==> config.mk <==
export PLATFORM = sky130hd
export DESIGN_NAME = isp_awb_gray_world_flat
export DESIGN_NICKNAME = d
export VERILOG_FILES = /design/src/rtl/isp_awb_gray_world_if.sv /design/src/rtl/isp_awb_gray_world.sv /design/src/flat_wrapper.sv
export SDC_FILE = /design/constraint.sdc
export NUM_CORES = 1
export LEC_CHECK = 0
export ABC_CLOCK_PERIOD_IN_PS = 4750
export CORE_ASPECT_RATIO = 1.4
export CORE_MARGIN = 8
export CORE_UTILIZATION = 45
export DETAILED_ROUTE_END_ITERATION = 16
export SYNTH_ARGS = -nofsm -noshare
export SYNTH_HDL_FRONTEND = slang
export SYNTH_SLANG_ARGS = --single-unit
==> constraint.sdc <==
create_clock -name clk -period 4.75 [get_ports clk]
set_input_delay 0.95 -clock clk [delete_from_list [all_inputs] [get_ports clk]]
set_output_delay 0.95 -clock clk [all_outputs]
set_load 0.05 [all_outputs]
==> src/rtl/isp_awb_gray_world_if.sv <==
// Video stream bundle for the AWB stage: frame/line syncs, pixel valid and one RGB pixel.
// The producer drives through the master modport, the consumer reads through the slave one.
interface isp_awb_gray_world_if #(
    parameter int unsigned DATA_WIDTH = 8
);
    logic                  vsync;
    logic                  hsync;
    logic                  href;
    logic [DATA_WIDTH-1:0] red;
    logic [DATA_WIDTH-1:0] green;
    logic [DATA_WIDTH-1:0] blue;

    modport master (output vsync, hsync, href, red, green, blue);
    modport slave  (input  vsync, hsync, href, red, green, blue);
endinterface

==> src/rtl/isp_awb_gray_world.sv <==
// Gray-world auto white balance. Per-frame channel sums are divided during vertical blanking
// (restoring divider, one quotient bit per clock) to give red/blue gains relative to green.
// New gains are committed at the next frame start and applied to a 2-stage pixel pipeline.
// Optional feature macro: AWB_GAIN_LIMIT_EN clamps pending gains to [0.5x, 2.0x].
module isp_awb_gray_world #(
    parameter int unsigned DATA_WIDTH = 8,
    parameter int unsigned SUM_WIDTH  = 32,
    parameter int unsigned GAIN_FRAC  = 8,
    parameter int unsigned GAIN_W     = 10
) (
    input  logic                 clk,
    input  logic                 rst_n,
    isp_awb_gray_world_if.slave  per,
    isp_awb_gray_world_if.master post,
    output logic [GAIN_W-1:0]    gain_r,
    output logic [GAIN_W-1:0]    gain_b,
    output logic                 awb_busy
);
    localparam int unsigned QW = SUM_WIDTH + GAIN_FRAC;
    localparam int unsigned CW = $clog2(QW);
    localparam int unsigned AW = SUM_WIDTH + 1;
    localparam int unsigned PW = DATA_WIDTH + GAIN_W;
    localparam int unsigned SW = PW - GAIN_FRAC;
    localparam logic [GAIN_W-1:0] GAIN_MAX   = '1;
    localparam logic [GAIN_W-1:0] UNITY      = GAIN_W'(1 << GAIN_FRAC);
    localparam logic [QW-1:0]     GAIN_MAX_Q = QW'(GAIN_MAX);
    localparam logic [CW-1:0]     LAST_STEP  = CW'(QW - 1);

    typedef enum logic [1:0] {StIdle, StDivR, StDivB, StDone} state_e;

    state_e                state_q, state_d;
    logic                  vsync_q;
    logic [SUM_WIDTH-1:0]  sum_r_q, sum_g_q, sum_b_q;
    logic [SUM_WIDTH-1:0]  sum_r_d, sum_g_d, sum_b_d;
    logic [AW-1:0]         add_r, add_g, add_b;
    logic [SUM_WIDTH-1:0]  snap_r_q, snap_g_q, snap_b_q;
    logic [QW-1:0]         quo_q, quo_next;
    logic [SUM_WIDTH-1:0]  rem_q, rem_next, divisor;
    logic [AW-1:0]         rem_sh;
    logic                  q_bit;
    logic [CW-1:0]         cnt_q;
    logic [GAIN_W-1:0]     q_gain, res_r_q, res_b_q, pend_r_new, pend_b_new;
    logic [GAIN_W-1:0]     pend_r_q, pend_b_q, gain_r_q, gain_b_q;
    logic                  pend_valid_q;
    logic                  fall, rise, last, done;
    logic [PW-1:0]         prod_r_q, prod_b_q;
    logic [DATA_WIDTH-1:0] green1_q, red2_q, green2_q, blue2_q;
    logic [SW-1:0]         sh_r, sh_b;
    logic [2:0]            sync1_q, sync2_q;

`ifdef AWB_GAIN_LIMIT_EN
    localparam logic [GAIN_W-1:0] GAIN_LO = GAIN_W'(1 << (GAIN_FRAC - 1));
    localparam logic [GAIN_W-1:0] GAIN_HI = GAIN_W'(1 << (GAIN_FRAC + 1));
`endif

    function automatic logic [GAIN_W-1:0] limit_gain(input logic [GAIN_W-1:0] g);
`ifdef AWB_GAIN_LIMIT_EN
        if (g < GAIN_LO) return GAIN_LO;
        if (g > GAIN_HI) return GAIN_HI;
        return g;
`else
        return g;
`endif
    endfunction

    assign fall = vsync_q & ~per.vsync;
    assign rise = per.vsync & ~vsync_q;
    assign last = (cnt_q == LAST_STEP);
    assign done = (state_q == StDone);

    // Saturating accumulator next values.
    always_comb begin
        add_r   = {1'b0, sum_r_q} + AW'(per.red);
        add_g   = {1'b0, sum_g_q} + AW'(per.green);
        add_b   = {1'b0, sum_b_q} + AW'(per.blue);
        sum_r_d = add_r[SUM_WIDTH] ? '1 : add_r[SUM_WIDTH-1:0];
        sum_g_d = add_g[SUM_WIDTH] ? '1 : add_g[SUM_WIDTH-1:0];
        sum_b_d = add_b[SUM_WIDTH] ? '1 : add_b[SUM_WIDTH-1:0];
    end

    // One restoring-division step plus gain saturation of the completed quotient.
    always_comb begin
        divisor  = (state_q == StDivB) ? snap_b_q : snap_r_q;
        rem_sh   = {rem_q, quo_q[QW-1]};
        q_bit    = (rem_sh >= {1'b0, divisor});
        rem_next = q_bit ? SUM_WIDTH'(rem_sh - {1'b0, divisor}) : rem_sh[SUM_WIDTH-1:0];
        quo_next = {quo_q[QW-2:0], q_bit};
        q_gain   = ((divisor == '0) || (quo_next > GAIN_MAX_Q)) ? GAIN_MAX
                                                                : quo_next[GAIN_W-1:0];
        // A black green channel gives no reference; fall back to unity.
        pend_r_new = (snap_g_q == '0) ? UNITY : limit_gain(res_r_q);
        pend_b_new = (snap_g_q == '0) ? UNITY : limit_gain(res_b_q);
    end

    // FSM state register.
    always_ff @(posedge clk or negedge rst_n) begin
        if (!rst_n) state_q <= StIdle;
        else        state_q <= state_d;
    end

    // FSM next state: a frame end only starts a division from idle.
    always_comb begin
        state_d = state_q;
        unique case (state_q)
            StIdle:  if (fall) state_d = StDivR;
            StDivR:  if (last) state_d = StDivB;
            StDivB:  if (last) state_d = StDone;
            StDone:  state_d = StIdle;
            default: state_d = StIdle;
        endcase
    end

    // Statistics, divider datapath, pending and committed gains.
    always_ff @(posedge clk or negedge rst_n) begin
        if (!rst_n) begin
            vsync_q      <= 1'b0;
            sum_r_q      <= '0;
            sum_g_q      <= '0;
            sum_b_q      <= '0;
            snap_r_q     <= '0;
            snap_g_q     <= '0;
            snap_b_q     <= '0;
            quo_q        <= '0;
            rem_q        <= '0;
            cnt_q        <= '0;
            res_r_q      <= '0;
            res_b_q      <= '0;
            pend_r_q     <= UNITY;
            pend_b_q     <= UNITY;
            pend_valid_q <= 1'b0;
            gain_r_q     <= UNITY;
            gain_b_q     <= UNITY;
        end else begin
            vsync_q <= per.vsync;
            if (fall) begin
                sum_r_q <= '0;
                sum_g_q <= '0;
                sum_b_q <= '0;
            end else if (per.vsync && per.href) begin
                sum_r_q <= sum_r_d;
                sum_g_q <= sum_g_d;
                sum_b_q <= sum_b_d;
            end
            case (state_q)
                StIdle: begin
                    if (fall) begin
                        snap_r_q <= sum_r_q;
                        snap_g_q <= sum_g_q;
                        snap_b_q <= sum_b_q;
                        quo_q    <= {sum_g_q, {GAIN_FRAC{1'b0}}};
                        rem_q    <= '0;
                        cnt_q    <= '0;
                    end
                end
                StDivR: begin
                    if (last) begin
                        // Red done; reload the dividend for the blue pass.
                        res_r_q <= q_gain;
                        quo_q   <= {snap_g_q, {GAIN_FRAC{1'b0}}};
                        rem_q   <= '0;
                        cnt_q   <= '0;
                    end else begin
                        quo_q <= quo_next;
                        rem_q <= rem_next;
                        cnt_q <= cnt_q + CW'(1);
                    end
                end
                StDivB: begin
                    quo_q <= quo_next;
                    rem_q <= rem_next;
                    cnt_q <= cnt_q + CW'(1);
                    if (last) res_b_q <= q_gain;
                end
                StDone: begin
                    pend_r_q <= pend_r_new;
                    pend_b_q <= pend_b_new;
                end
                default: ;
            endcase
            // Result landing on the same edge as a frame start is committed straight away.
            if (rise && (pend_valid_q || done)) pend_valid_q <= 1'b0;
            else if (done)                      pend_valid_q <= 1'b1;
            if (rise && done) begin
                gain_r_q <= pend_r_new;
                gain_b_q <= pend_b_new;
            end else if (rise && pend_valid_q) begin
                gain_r_q <= pend_r_q;
                gain_b_q <= pend_b_q;
            end
        end
    end

    // Stage-2 scaling back to pixel range with saturation.
    always_comb begin
        sh_r = prod_r_q[PW-1:GAIN_FRAC];
        sh_b = prod_b_q[PW-1:GAIN_FRAC];
    end

    // Two-stage pixel and sync pipeline.
    always_ff @(posedge clk or negedge rst_n) begin
        if (!rst_n) begin
            prod_r_q <= '0;
            prod_b_q <= '0;
            green1_q <= '0;
            red2_q   <= '0;
            green2_q <= '0;
            blue2_q  <= '0;
            sync1_q  <= '0;
            sync2_q  <= '0;
        end else begin
            prod_r_q <= per.red * gain_r_q;
            prod_b_q <= per.blue * gain_b_q;
            green1_q <= per.green;
            red2_q   <= (|sh_r[SW-1:DATA_WIDTH]) ? '1 : sh_r[DATA_WIDTH-1:0];
            blue2_q  <= (|sh_b[SW-1:DATA_WIDTH]) ? '1 : sh_b[DATA_WIDTH-1:0];
            green2_q <= green1_q;
            sync1_q  <= {per.vsync, per.hsync, per.href};
            sync2_q  <= sync1_q;
        end
    end

    assign post.vsync = sync2_q[2];
    assign post.hsync = sync2_q[1];
    assign post.href  = sync2_q[0];
    assign post.red   = red2_q;
    assign post.green = green2_q;
    assign post.blue  = blue2_q;
    assign gain_r     = gain_r_q;
    assign gain_b     = gain_b_q;
    assign awb_busy   = (state_q != StIdle);
endmodule
==> src/flat_wrapper.sv <==
// flat-port wrapper written by rule: the top's interface ports become plain ports
module isp_awb_gray_world_flat 
#(
    parameter int unsigned DATA_WIDTH = 8,
    parameter int unsigned SUM_WIDTH  = 32,
    parameter int unsigned GAIN_FRAC  = 8,
    parameter int unsigned GAIN_W     = 10
)
  (clk, rst_n, gain_r, gain_b, awb_busy, per_vsync, per_hsync, per_href, per_red, per_green, per_blue, post_vsync, post_hsync, post_href, post_red, post_green, post_blue);
  isp_awb_gray_world_if #(.DATA_WIDTH(DATA_WIDTH)) per_i ();
  isp_awb_gray_world_if #(.DATA_WIDTH(DATA_WIDTH)) post_i ();
  input  logic clk;
  input  logic rst_n;
  output logic [GAIN_W-1:0] gain_r;
  output logic [GAIN_W-1:0] gain_b;
  output logic awb_busy;
  input wire logic [$bits(per_i.vsync)-1:0] per_vsync;
  input wire logic [$bits(per_i.hsync)-1:0] per_hsync;
  input wire logic [$bits(per_i.href)-1:0] per_href;
  input wire logic [$bits(per_i.red)-1:0] per_red;
  input wire logic [$bits(per_i.green)-1:0] per_green;
  input wire logic [$bits(per_i.blue)-1:0] per_blue;
  output wire logic [$bits(post_i.vsync)-1:0] post_vsync;
  output wire logic [$bits(post_i.hsync)-1:0] post_hsync;
  output wire logic [$bits(post_i.href)-1:0] post_href;
  output wire logic [$bits(post_i.red)-1:0] post_red;
  output wire logic [$bits(post_i.green)-1:0] post_green;
  output wire logic [$bits(post_i.blue)-1:0] post_blue;
  assign per_i.vsync = per_vsync;
  assign per_i.hsync = per_hsync;
  assign per_i.href = per_href;
  assign per_i.red = per_red;
  assign per_i.green = per_green;
  assign per_i.blue = per_blue;
  assign post_vsync = post_i.vsync;
  assign post_hsync = post_i.hsync;
  assign post_href = post_i.href;
  assign post_red = post_i.red;
  assign post_green = post_i.green;
  assign post_blue = post_i.blue;
  isp_awb_gray_world #(.DATA_WIDTH(DATA_WIDTH), .SUM_WIDTH(SUM_WIDTH), .GAIN_FRAC(GAIN_FRAC), .GAIN_W(GAIN_W)) u_core (.clk(clk), .rst_n(rst_n), .per(per_i), .post(post_i), .gain_r(gain_r), .gain_b(gain_b), .awb_busy(awb_busy));
endmodule
==> results.yml <==
run_status:
  outcome: "completed"
critical_path:
  required_ns: 5.21
  cp-start-kind: "input port"
  end_kind: "flip-flop"
  crit_chain: "clkbuf_4 -> and2_4 -> fa_1 -> inv_1 -> fa_1 -> fa_1 -> inv_1 -> fa_1 -> ha_2 -> a2111oi_4 -> o21ai_2 -> a31oi_4 -> o21a_1 -> nor2_2 -> a2111oi_4 -> buf_4 -> buf_4 -> o21bai_4 -> xor2_1"
  path_class: "in2reg"
  cpMaxStageDelayCell: "fa_1"
  cp.arrival_ns: 5.05
  cp_max_fo: 5
  max_stage_delay_ns: 0.54
  crit_top_cell: "fa_1"
  worstReg2RegStart: "u_core.gain_r[3]$_DFFE_PN0P_"
  crit_start: "per_red[2]"
logic_synthesis:
  netlist.area_leader.share_pct: 39.80
  ys_seq_elements: 391
  yosysWarnings: 0
  yosys.area.top_type: "dfrtp_1"
  synth_area_per_cell_um2: 9.702
  synth_fp_nets: 2768
  synthArstFlopShare_pct: 100.0
  ys_top_cells_by_area: "dfrtp_1 40%, fa_1 8.1%, ha_1 6.8%, mux2_2 4.3%, nand2_1 4.3%"
  synthCells: 2508
  synth-edff-count: 0
  syn_area_mm2: 0.02433
  seq_area_frac_synth_pct: 40.23
  synth-main-ff-cell: "dfrtp_1"
  synth_cell_types: 87
cts:
  clkLatencyLatePin_ns: 0.59
  cts.clk_slew.worst_paths_ns: 0.06
  hold_buffers: 0
  cts_tree: "built"
  htreeDepth: 2
  cts_made_buffers: 43
  cts_max_path_buffers: 3
  cts_sinks: 391
  ctsRootBufferMaster: "clkbuf_16"
detailed_routing:
  vias: 19090
  postRouteAntennaNets: 0
  totalWireLength_mm: 64.11
  drt-initial-drc-count: 1105
  drc: 0
  drt-pass1-iter-count: 5
  routedWlPerCell_um: 19.10
  vias_per_cell: 5.690
sta:
  timing.slew.headroom_pct: 40.36
  fin_crit_sh_pct: 96.56
  max_freq_mhz: 218.0
  setup_viol: 0
  hold_violations: 0
  period_needed_ns: 4.586
  fin_skew_ns: 0.01503
  drv_slew: 0
  worst_slew_pin_slew_ns: 0.8946
finish:
  nFillCells: 4921
  nets: 2860
  syn_to_final_growth_pct: 15.31
  fin_area_mm2: 0.02806
  drive_above_1_share_pct: 14.19
  multi_input_area_mm2: 0.01355
  regArea_mm2: 0.009796
  n_antenna_cell: 0
placed_design:
  place.gp.congestion: 0.8803
  dpl_cell_area_mm2: 0.02649
  hpwl_mm: 46.72
  portBuffers: 76
floorplanning:
  die_h_um: 291.1
  core_mm2: 0.05383
  fp.dieW_um: 212.5
  ios: 77
  die-area_mm2: 0.06187
  num_rows: 101
  start_util_pct: 45.20
power:
  cellLeakagePower_uw: 0.01331
  ir_worst_vdd_mv: 0.3986
  power.total_uw: 13670
  pwr_density_cell_mw_per_mm2: 487.2
global_route:
  first_global_vias: 19540
  grt.overflow.total: 0
  track_usage_pct: 20.73
  grt_max_degree: 109
  grt_pass1_wl_mm: 104.2
  antenna_found_initial: 0
min_path:
  hp-class: "reg2reg"
  holdCritStartpoint: "u_core.green1_q[1]$_DFF_PN0_"
job:
  drv_cap: 0
==> cell usage in the layout (no fill, tap or decap), drive strengths merged, types with 25 or more instances in the layout <==
cell type        n
fa              98
nor3            31
nor2b           40
inv            187
a21oi          145
dfrtp          387
ha             133
and2            97
a22oi           34
and3            38
nand2          276
clkdlybuf4s50   61
xnor2           40
nor2           102
a21o            47
clkbuf          66
a31oi           38
o21ai          168
mux2i           39
mux2            92
nor4            25
nand3           82
buf            114
nand4           28
==> routing by layer <==
layer / vias up / part of all wire, % / wire length, um / track usage [%]
met5: - / 0 / 0 / 0
met1: 9578 / 42 / 26610 / 25.67
met3: 106 / 4.1 / 2609 / 2.551
li1: 8986 / - / - / -
met4: 0 / 3.1 / 1981 / 7.167
met2: 424 / 51 / 32910 / 36.64
==> critical path, delay by kind of cell <==
kind,cells,cell delay (ns)
AO/OA/AOI/OAI,6,1.01
adder cells (fa/ha/maj),5,2.18
buffers and inverters,5,0.56
XOR/XNOR,1,0.16
AND/OR/NAND/NOR,2,0.21
==> synth_stat cells (6+ instances only) <==
| library cell | n |
|---|---|
| a211o_1 | 7 |
| buf_1 | 13 |
| nand2b_1 | 8 |
| nand4_1 | 28 |
| xor2_1 | 22 |
| mux2_2 | 92 |
| nand2_1 | 276 |
| o22ai_1 | 9 |
| xnor2_1 | 40 |
| a2111oi_0 | 6 |
| nor3_1 | 31 |
| a311oi_1 | 14 |
| a31oi_1 | 37 |
| o21ai_0 | 165 |
| inv_1 | 181 |
| dfrtp_1 | 387 |
| mux2i_1 | 39 |
| o311ai_1 | 9 |
| fa_1 | 98 |
| a211oi_1 | 19 |
| ha_1 | 133 |
| nor2b_1 | 40 |
| o21a_1 | 11 |
| nor4_1 | 25 |
| nor2_1 | 101 |
| and3_1 | 33 |
| nand3_1 | 81 |
| and2_1 | 94 |
| a41oi_1 | 9 |
| a21oi_1 | 145 |
| clkbuf_1 | 117 |
| a21o_1 | 46 |
| o21bai_1 | 9 |
| or3_1 | 17 |
| a22o_1 | 10 |
| o31ai_1 | 9 |
| a22oi_1 | 34 |
| buf_2 | 7 |
==> power breakdown <==
group	internal [uW]	leakage (uW)	switching (uW)
Clock	2010	0.000714	1480
Sequential	3870	0.00522	441
Combinational	2280	0.00738	3580
==> cells by family after synthesis <==
kind of cell             share of synthesized area, %
AO/OA/AOI/OAI                                   15.92
XOR/XNOR                                        2.232
adder cells (fa/ha/maj)                         14.90
buffers and inverters                           5.101
flip-flops                                      40.23
multiplexers                                    5.862
AND/OR/NAND/NOR                                 15.75
==> worst paths after layout <==
kind                                                        to  slack (ns)  cells after the start
worst min-delay path            u_core.post.green[1]$_DFF_PN0_        0.35                      0
max in group asynchronous         u_core.quo_q[29]$_DFFE_PN0P_        3.21                      2
worst max-delay path             u_core.prod_r_q[15]$_DFF_PN0_        0.16                     19
worst min register to register  u_core.post.green[1]$_DFF_PN0_        0.35                      0
worst max register to register   u_core.prod_r_q[15]$_DFF_PN0_        0.20                     18
min in group asynchronous          u_core.sync1_q[1]$_DFF_PN0_        0.37                      1
==> area by class of cell <==
class	instances	share of cell area, %
Multi-Input combinational cell	1795	48.28
Clock inverter	22	0.9365
Tap cell	721	3.215
Sequential cell	391	34.91
Clock buffer	58	4.250
Inverter	181	2.421
Timing Repair Buffer	188	5.984
==> state kept, by name, summed over array words and instances, names as in the netlist, 10 cells and up <==
| register | cells |
|---|---|
| u_core.snap_b_q | 32 |
| u_core.snap_r_q | 32 |
| u_core.sum_r_q | 32 |
| u_core.sum_b_q | 32 |
| u_core.prod_b_q | 10 |
| u_core.quo_q | 40 |
| u_core.prod_r_q | 10 |
| u_core.pend_r_q | 10 |
| u_core.res_b_q | 10 |
| u_core.snap_g_q | 32 |
| u_core.res_r_q | 10 |
| u_core.pend_b_q | 10 |
| u_core.gain_r | 10 |
| u_core.gain_b | 10 |
| u_core.rem_q | 32 |
| u_core.sum_g_q | 32 |
==> stage by stage <==
stage / hold slack, ns / worst slack [ns] / std cells / util [%] / setup TNS (ns)
finish: 0.3479 / 0.1636 / 3356 / 52.12 / 0
global route: 0.3529 / -0.001856 / 3356 / 52.12 / -0.001856
CTS: 0.3481 / 0.01282 / 3349 / 51.88 / 0
detailed placement: 0.3358 / -0.9070 / 3269 / 49.20 / -10.71
global placement: 0.3324 / -0.8523 / 3269 / 49.20 / -9.881
floorplan: 0.3312 / -0.2536 / 2508 / - / -0.6289
==> timing repair <==
item	4_1_cts	5_1_grt
resized for setup	14	53
pin swaps	0	14
setup buffers	0	7
endpoints found under the setup margin	10	8
Power figures use the tool's default switching activity.
